<file path="src/rtl/update_seq_pkg.sv">
// Shared types and constants for the four-step register update sequencer.
package update_seq_pkg;

  typedef enum logic [1:0] {
    ST_IDLE = 2'd0,
    ST_RUN  = 2'd1,
    ST_DONE = 2'd2
  } state_e;

  typedef enum logic [1:0] {
    STEP_A = 2'd0,
    STEP_D = 2'd1,
    STEP_B = 2'd2,
    STEP_C = 2'd3
  } step_e;

  localparam int SUB_CONST = 3;
  localparam int ADD_CONST = 10;
  localparam int INC_CONST = 1;

endpackage

</file>
<file path="src/rtl/update_sequencer_step_timer.sv">
// Per-step wait counter: counts 0..STEP_CYCLES-1 while enabled, flags the final cycle.
module step_timer #(
  parameter int STEP_CYCLES = 5
) (
  input  logic clk,
  input  logic rst,
  input  logic clear,
  input  logic enable,
  output logic last
);

  localparam int CW = (STEP_CYCLES > 1) ? $clog2(STEP_CYCLES) : 1;
  localparam logic [CW-1:0] LAST_VAL = CW'(STEP_CYCLES - 1);

  logic [CW-1:0] r_cnt;

  // Wait counter; wraps to zero on the commit cycle so the next step starts fresh.
  always_ff @(posedge clk or posedge rst) begin
    if (rst) begin
      r_cnt <= '0;
    end else if (clear) begin
      r_cnt <= '0;
    end else if (enable) begin
      if (last) begin
        r_cnt <= '0;
      end else begin
        r_cnt <= r_cnt + CW'(1);
      end
    end else begin
      r_cnt <= r_cnt;
    end
  end

  assign last = (r_cnt == LAST_VAL);

endmodule

</file>
<file path="src/rtl/update_sequencer.sv">
// Clocked controller for the a<-b+c, d<-a-3, b<-d+10, c<-c+1 update loop,
// with start/busy/done handshake, abort and per-step hold time.
module update_sequencer
  import update_seq_pkg::*;
#(
  parameter int WIDTH       = 32,
  parameter int ITERS       = 4,
  parameter int STEP_CYCLES = 5
) (
  input  logic                       clk,
  input  logic                       rst,
  input  logic                       start,
  input  logic                       abort,
  input  logic [WIDTH-1:0]           a_init,
  input  logic [WIDTH-1:0]           b_init,
  input  logic [WIDTH-1:0]           c_init,
  input  logic [WIDTH-1:0]           d_init,
  output logic                       busy,
  output logic                       done,
  output logic [1:0]                 step,
  output logic [$clog2(ITERS+1)-1:0] iter,
  output logic [WIDTH-1:0]           a,
  output logic [WIDTH-1:0]           b,
  output logic [WIDTH-1:0]           c,
  output logic [WIDTH-1:0]           d
);

  localparam int IW = $clog2(ITERS + 1);
  localparam logic [IW-1:0] ITER_LAST = IW'(ITERS - 1);

  state_e          r_state;
  state_e          w_state_nxt;
  step_e           r_step;
  logic [IW-1:0]   r_iter;
  logic [WIDTH-1:0] r_a, r_b, r_c, r_d;
  logic            r_busy, r_done;
  logic            w_last, w_load, w_commit, w_run_en;

  // Abort outranks both start and a pending commit.
  assign w_load   = (r_state != ST_RUN) && start && !abort;
  assign w_run_en = (r_state == ST_RUN) && !abort;
  assign w_commit = w_run_en && w_last;

  step_timer #(
    .STEP_CYCLES(STEP_CYCLES)
  ) u_step_timer (
    .clk    (clk),
    .rst    (rst),
    .clear  (w_load),
    .enable (w_run_en),
    .last   (w_last)
  );

  // Next-state decode for IDLE/RUN/DONE.
  always_comb begin
    w_state_nxt = r_state;
    case (r_state)
      ST_IDLE: begin
        if (w_load) w_state_nxt = ST_RUN;
        else        w_state_nxt = ST_IDLE;
      end
      ST_RUN: begin
        if (abort)
          w_state_nxt = ST_IDLE;
        else if (w_commit && (r_step == STEP_C) && (r_iter == ITER_LAST))
          w_state_nxt = ST_DONE;
        else
          w_state_nxt = ST_RUN;
      end
      ST_DONE: begin
        if (w_load) w_state_nxt = ST_RUN;
        else        w_state_nxt = ST_IDLE;
      end
      default: w_state_nxt = ST_IDLE;
    endcase
  end

  // State, handshake flags, and the datapath/iteration registers.
  always_ff @(posedge clk or posedge rst) begin
    if (rst) begin
      r_state <= ST_IDLE;
      r_busy  <= 1'b0;
      r_done  <= 1'b0;
      r_step  <= STEP_A;
      r_iter  <= '0;
      r_a     <= '0;
      r_b     <= '0;
      r_c     <= '0;
      r_d     <= '0;
    end else begin
      r_state <= w_state_nxt;
      r_busy  <= (w_state_nxt == ST_RUN);
      r_done  <= (w_state_nxt == ST_DONE);
      if (w_load) begin
        r_a    <= a_init;
        r_b    <= b_init;
        r_c    <= c_init;
        r_d    <= d_init;
        r_iter <= '0;
        r_step <= STEP_A;
      end else if (w_commit) begin
        case (r_step)
          STEP_A: begin
            r_a    <= r_b + r_c;
            r_step <= STEP_D;
          end
          STEP_D: begin
            r_d    <= r_a - WIDTH'(SUB_CONST);
            r_step <= STEP_B;
          end
          STEP_B: begin
            r_b    <= r_d + WIDTH'(ADD_CONST);
            r_step <= STEP_C;
          end
          STEP_C: begin
            r_c    <= r_c + WIDTH'(INC_CONST);
            r_iter <= r_iter + IW'(1);
            r_step <= STEP_A;
          end
          default: r_step <= STEP_A;
        endcase
      end else begin
        r_step <= r_step;
      end
    end
  end

  assign busy = r_busy;
  assign done = r_done;
  assign step = r_step;
  assign iter = r_iter;
  assign a    = r_a;
  assign b    = r_b;
  assign c    = r_c;
  assign d    = r_d;

endmodule

</file>
<file path="config.mk">
export PLATFORM = sky130hd
export DESIGN_NAME = update_sequencer
export DESIGN_NICKNAME = d
export VERILOG_FILES = /design/src/rtl/update_seq_pkg.sv /design/src/rtl/update_sequencer_step_timer.sv /design/src/rtl/update_sequencer.sv
export SDC_FILE = /design/constraint.sdc
export NUM_CORES = 1
export LEC_CHECK = 0
export ABC_CLOCK_PERIOD_IN_PS = 7300
export BUFFER_PORTS_ARGS = -buffer_cell sky130_fd_sc_hd__buf_2
export CORE_ASPECT_RATIO = 0.5
export CORE_MARGIN = 2
export CORE_UTILIZATION = 57
export DETAILED_ROUTE_END_ITERATION = 10
export PLACE_DENSITY = 0.91
export SLEW_MARGIN = 20
export SYNTH_ARGS = -nofsm -noshare
export SYNTH_HDL_FRONTEND = slang
export SYNTH_HIERARCHICAL = 1
export SYNTH_SLANG_ARGS = --single-unit
</file>
<file path="constraint.sdc">
create_clock -name clk -period 7.3 [get_ports clk]
set_input_delay 1.095 -clock clk [delete_from_list [all_inputs] [get_ports clk]]
set_output_delay 1.095 -clock clk [all_outputs]
set_load 0.05 [all_outputs]
</file>
After elaboration in Yosys (flattened, before gate mapping). Index checks and enable logic that the tools add are counted.

Add/sub/neg operators: 6. Equality and inequality tests: 10. Multiplexer cells: 25. Reductions and logical operators: 20.

Operators with widths (count): 32-bit 2-to-1 mux (12); 32-bit by 1-bit adder with 32-bit output (second input constant) (1); 32-bit adder (1); 32-bit by 4-bit adder with 32-bit output (second input constant) (1); 32-bit by 2-bit subtractor with 32-bit output (second input constant) (1); 3-bit 2-to-1 mux (6); 2-bit nonzero test (6); 2-bit equality test (second input constant) (4); 2-bit 2-to-1 mux (4); 2-bit case mux with 4 select lines (1); 2-bit AND reduction (4); 3-bit by 1-bit adder with 3-bit output (second input constant) (2); 2-bit by 1-bit equality test with 1-bit output (second input constant) (3); 1-bit logical AND (6); 2-bit zero test (2); 2-bit case mux with 2 select lines (1); 3-bit by 2-bit equality test with 1-bit output (second input constant) (1); 3-bit equality test (second input constant) (1); 2-bit by 1-bit != test with 1-bit output (second input constant) (1); 2-bit OR reduction (1); 1-bit zero test (1); 1-bit 2-to-1 mux (1).

Bits in registers: 140. Input bits: 132. Output and inout bits: 135.

Logic depth before layout (Yosys ltp).
Depth in word-level cells: 9. Mapped depth: 11. Depth with buffers taken out: 10.

Hierarchy. The synthesis kept the hierarchy.

By module, submodules not included: update_sequencer (instances 1, cells each 1003, area an instance 8814.7 µm², seq. area each 3428.3 µm²); step_timer (instances 1, cells each 18, area an instance 173.9 µm², seq. area each 75.1 µm²).

Worst setup path before layout. OpenSTA, ideal clock, no wires.

Kind: register -> register. From: reg r_a[0] (netlist: a[0]). To: reg r_d[30] (netlist: d[30]). Setup time: 0.134 ns. Arrival: 3.191 ns. Required time: 7.166 ns. Setup slack: 3.975 ns. Stages on the path, launching flop included: 11. Clock period less this slack: 3.325 ns. Cell sequence: dfrtp_1 ha_1 or3_1 or3_1 or3_1 clkbuf_1 or4_1 clkbuf_1 nor4_1 xnor2_1 o21ai_1.

Word-level cells in the longest chain between the ends: 4.

RTL lines: start: declaration (line update_sequencer.sv:35) `logic [WIDTH-1:0] r_a, r_b, r_c, r_d;`; start signal: assignment (line update_sequencer.sv:95) `r_a <= a_init;`; start signal: assignment (line update_sequencer.sv:104) `r_a <= r_b + r_c;`; 32-bit by 2-bit subtractor with 32-bit output (line update_sequencer.sv:108) `r_d <= r_a - WIDTH'(SUB_CONST);`; 32-bit 2-to-1 mux (line update_sequencer.sv:102) `case (r_step)`; 32-bit 2-to-1 mux (line update_sequencer.sv:101) `end else if (w_commit) begin`; 32-bit 2-to-1 mux (line update_sequencer.sv:94) `if (w_load) begin`; end signal: assignment (line update_sequencer.sv:98) `r_d <= d_init;`; end signal: assignment (line update_sequencer.sv:108); end: declaration (line update_sequencer.sv:35).

Every way passes these cells. The select of a mux whose other input is x is not followed. A chain may end at the register's enable or synchronous reset.

Worst setup path after layout. Ends and elaborated chain as after synthesis.

==> flow_summary.yaml <==
run_status:
  status: "completed"
die:
  coreArea_mm2: 0.01541
  die_h_um: 92.80
  ios: 267
  die_area_mm2: 0.01685
  rows: 32
  die_w_um: 181.6
  start_util: 0.5831
timing:
  slew_headroom: 0.3296
  setup_slack_ns: 3.917
  hold_violations: 0
  fin_crit_sh: 0.4634
  layout_min_cycle_time_ns: 3.383
  rsz0062_at_grt: "false"
  finalSetupViolCount: 0
  max_clock_freq_ghz: 0.2956
  fin_tns_setup_ns: 0
  worst_slew_pin_slew_ns: 1.006
  slew_viol_final: 0
  whs_ns: 0.5462
  fin_worst_skew_ns: 0.01429
logic_synthesis:
  synth_area_mm2: 0.008989
  syn_avg_cell_area_um2: 8.804
  ys_seq_area_frac: 0.3898
  syn_nets: 1197
  ys_warn_count: 6
  synth.distinct_cells: 65
  synth_edf_count: 0
  synth_flop_cell: "dfrtp_1"
  synthCells: 1021
  synthArstFlopShare: 1.000
  synth_seq_cells: 140
clocking:
  hold_buffers: 0
  cts-resized-gates: 0
  clock_latency_ns: 0.43
  clock_sinks: 140
  path_clk_slew_ns: 0.06
  cts_tree: "done"
  cts_setup_buffers: 0
  cts_inserted_buffers: 17
  htreeDepth: 4
  clockRootBuffer: "clkbuf_16"
  cts_max_path_buffers: 2
global_route:
  grt_pass1_vias: 8835
  antenna_found_initial: 0
  grt-ovfl-total: 0
  grtUsageTotal: 0.3644
  grt_max_degree: 101
  grt_pass1_wl_um: 47430
worst_setup_path:
  crit_type: "register to register"
  required_ns: 7.59
  path_max_fanout: 7
  end_kind: "register"
  worstPathArrival_ns: 3.67
  start_kind: "register"
pwr:
  power_density_mw_per_mm2: 350.1
  power_mw: 3.867
  peakVddDrop_uv: 193.7
  p_leak_nw: 5.099
cells_and_area:
  n_antenna_cell: 0
  layout_common_cells: "buf_2, dfrtp_1, o21ai_0"
  area_growth_syn_to_layout_pct: 22.86
  nNetsFinal: 1437
  final_cells: 1476
  drive_above_1_share: 0.2539
  mostFrequentLayoutCell: "buf_2"
job:
  drv_cap: 0
drt:
  drtIter0Drc: 1039
  via_per_inst: 6.525
  first_pass_iters: 6
  wire_per_inst_um: 21.08
  ant_nets: 0
  vias: 9631
  wirelength_um: 31120
  drc: 0
hold_path:
  hold_class: "register to register"
place:
  dp_cells: 1446
  hpwl_um: 22660
  portBuffers: 266
  place_congestion: 0.9858
  preCtsSetupSlack_ns: 3.415
## area by class of cell
| type | count | area [µm²] |
|---|---|---|
| Clock inverter | 8 | 117.6 |
| Inverter | 22 | 90.09 |
| Sequential cell | 140 | 3503 |
| Timing Repair Buffer | 275 | 1399 |
| Fill cell | 1204 | 4372 |
| Tap cell | 204 | 255.2 |
| Multi-Input combinational cell | 805 | 5214 |
| Clock buffer | 22 | 464.2 |
## through the flow
stage,instance area (µm²),util
floorplan,8989,-
global placement,10450,0.6780
detailed placement,10450,0.6782
CTS,11040,0.7159
global route,11040,0.7164
finish,11040,0.7164
## state kept, by name (all words and copies together), names as in the netlist
register	count
c	32
iter	3
d	32
u_step_timer/r_cnt	3
done	1
step	2
busy	1
a	32
b	32
r_state	2
## cell usage after synthesis, drive strengths merged, types with 5 or more instances
cell type / number / area share
a211oi: 12 / 0.010
a21o: 15 / 0.013
a21oi: 72 / 0.040
a221o: 10 / 0.011
a22oi: 71 / 0.059
a311oi: 5 / 0.0049
a31oi: 6 / 0.0042
and2: 11 / 0.0077
and3: 17 / 0.012
and4: 5 / 0.0049
buf: 5 / 0.0031
clkbuf: 49 / 0.020
dfrtp: 140 / 0.39
ha: 43 / 0.060
inv: 21 / 0.0088
mux2i: 7 / 0.0078
nand2: 84 / 0.035
nand2b: 6 / 0.0042
nand3: 30 / 0.017
nand4: 23 / 0.016
nor2: 69 / 0.029
nor3: 19 / 0.012
nor4: 7 / 0.0049
o211ai: 5 / 0.0042
o21ai: 125 / 0.070
o22ai: 13 / 0.0090
o31ai: 6 / 0.0050
or3: 10 / 0.0075
or4: 7 / 0.0063
xnor2: 50 / 0.049
xor2: 38 / 0.037
## report_power, final
part,switching (mW),internal [mW],total [mW]
combinational,1.23,0.557,1.78
sequential,0.270,0.928,1.20
clock,0.335,0.549,0.885
## path summary, 6_finish.rpt
check,start,end,slack (ns),cells past startpoint
setup / recovery,a[0]$_DFFE_PP0P_,d[30]$_DFFE_PP0P_,3.92,8
hold / removal,b[29]$_DFFE_PP0P_,b[29]$_DFFE_PP0P_,0.55,2
setup reg to reg,a[0]$_DFFE_PP0P_,d[30]$_DFFE_PP0P_,3.92,8
hold reg to reg,b[29]$_DFFE_PP0P_,b[29]$_DFFE_PP0P_,0.55,2
max in group asynchronous,rst,b[17]$_DFFE_PP0P_,5.13,3
min in group asynchronous,rst,u_step_timer/r_cnt[1]$_DFFE_PP0P_,0.58,2
## metal layers
layer  global-route usage  wire length [µm]
met4               0.1274               949
met5                    0                 0
met1               0.5118             12800
met3              0.08651              3955
met2               0.5543             13420
## critical path: stages, from the launching register on
cell and delay (ns):
dfrtp_1 0.43, ha_1 0.25, or3_1 0.38, or3_1 0.44
or3_1 0.49, or4_1 0.65, nor4_1 0.35, xnor2_1 0.18
o21ai_1 0.08
## cell families after synthesis
family / share of synthesized area
adder cells (fa/ha/maj): 0.06208
XOR/XNOR: 0.08575
buffers and inverters: 0.03271
AO/OA/AOI/OAI: 0.2577
flip-flops: 0.3898
multiplexers: 0.007795
AND/OR/NAND/NOR: 0.1643
(Power assumes the default switching activity.)
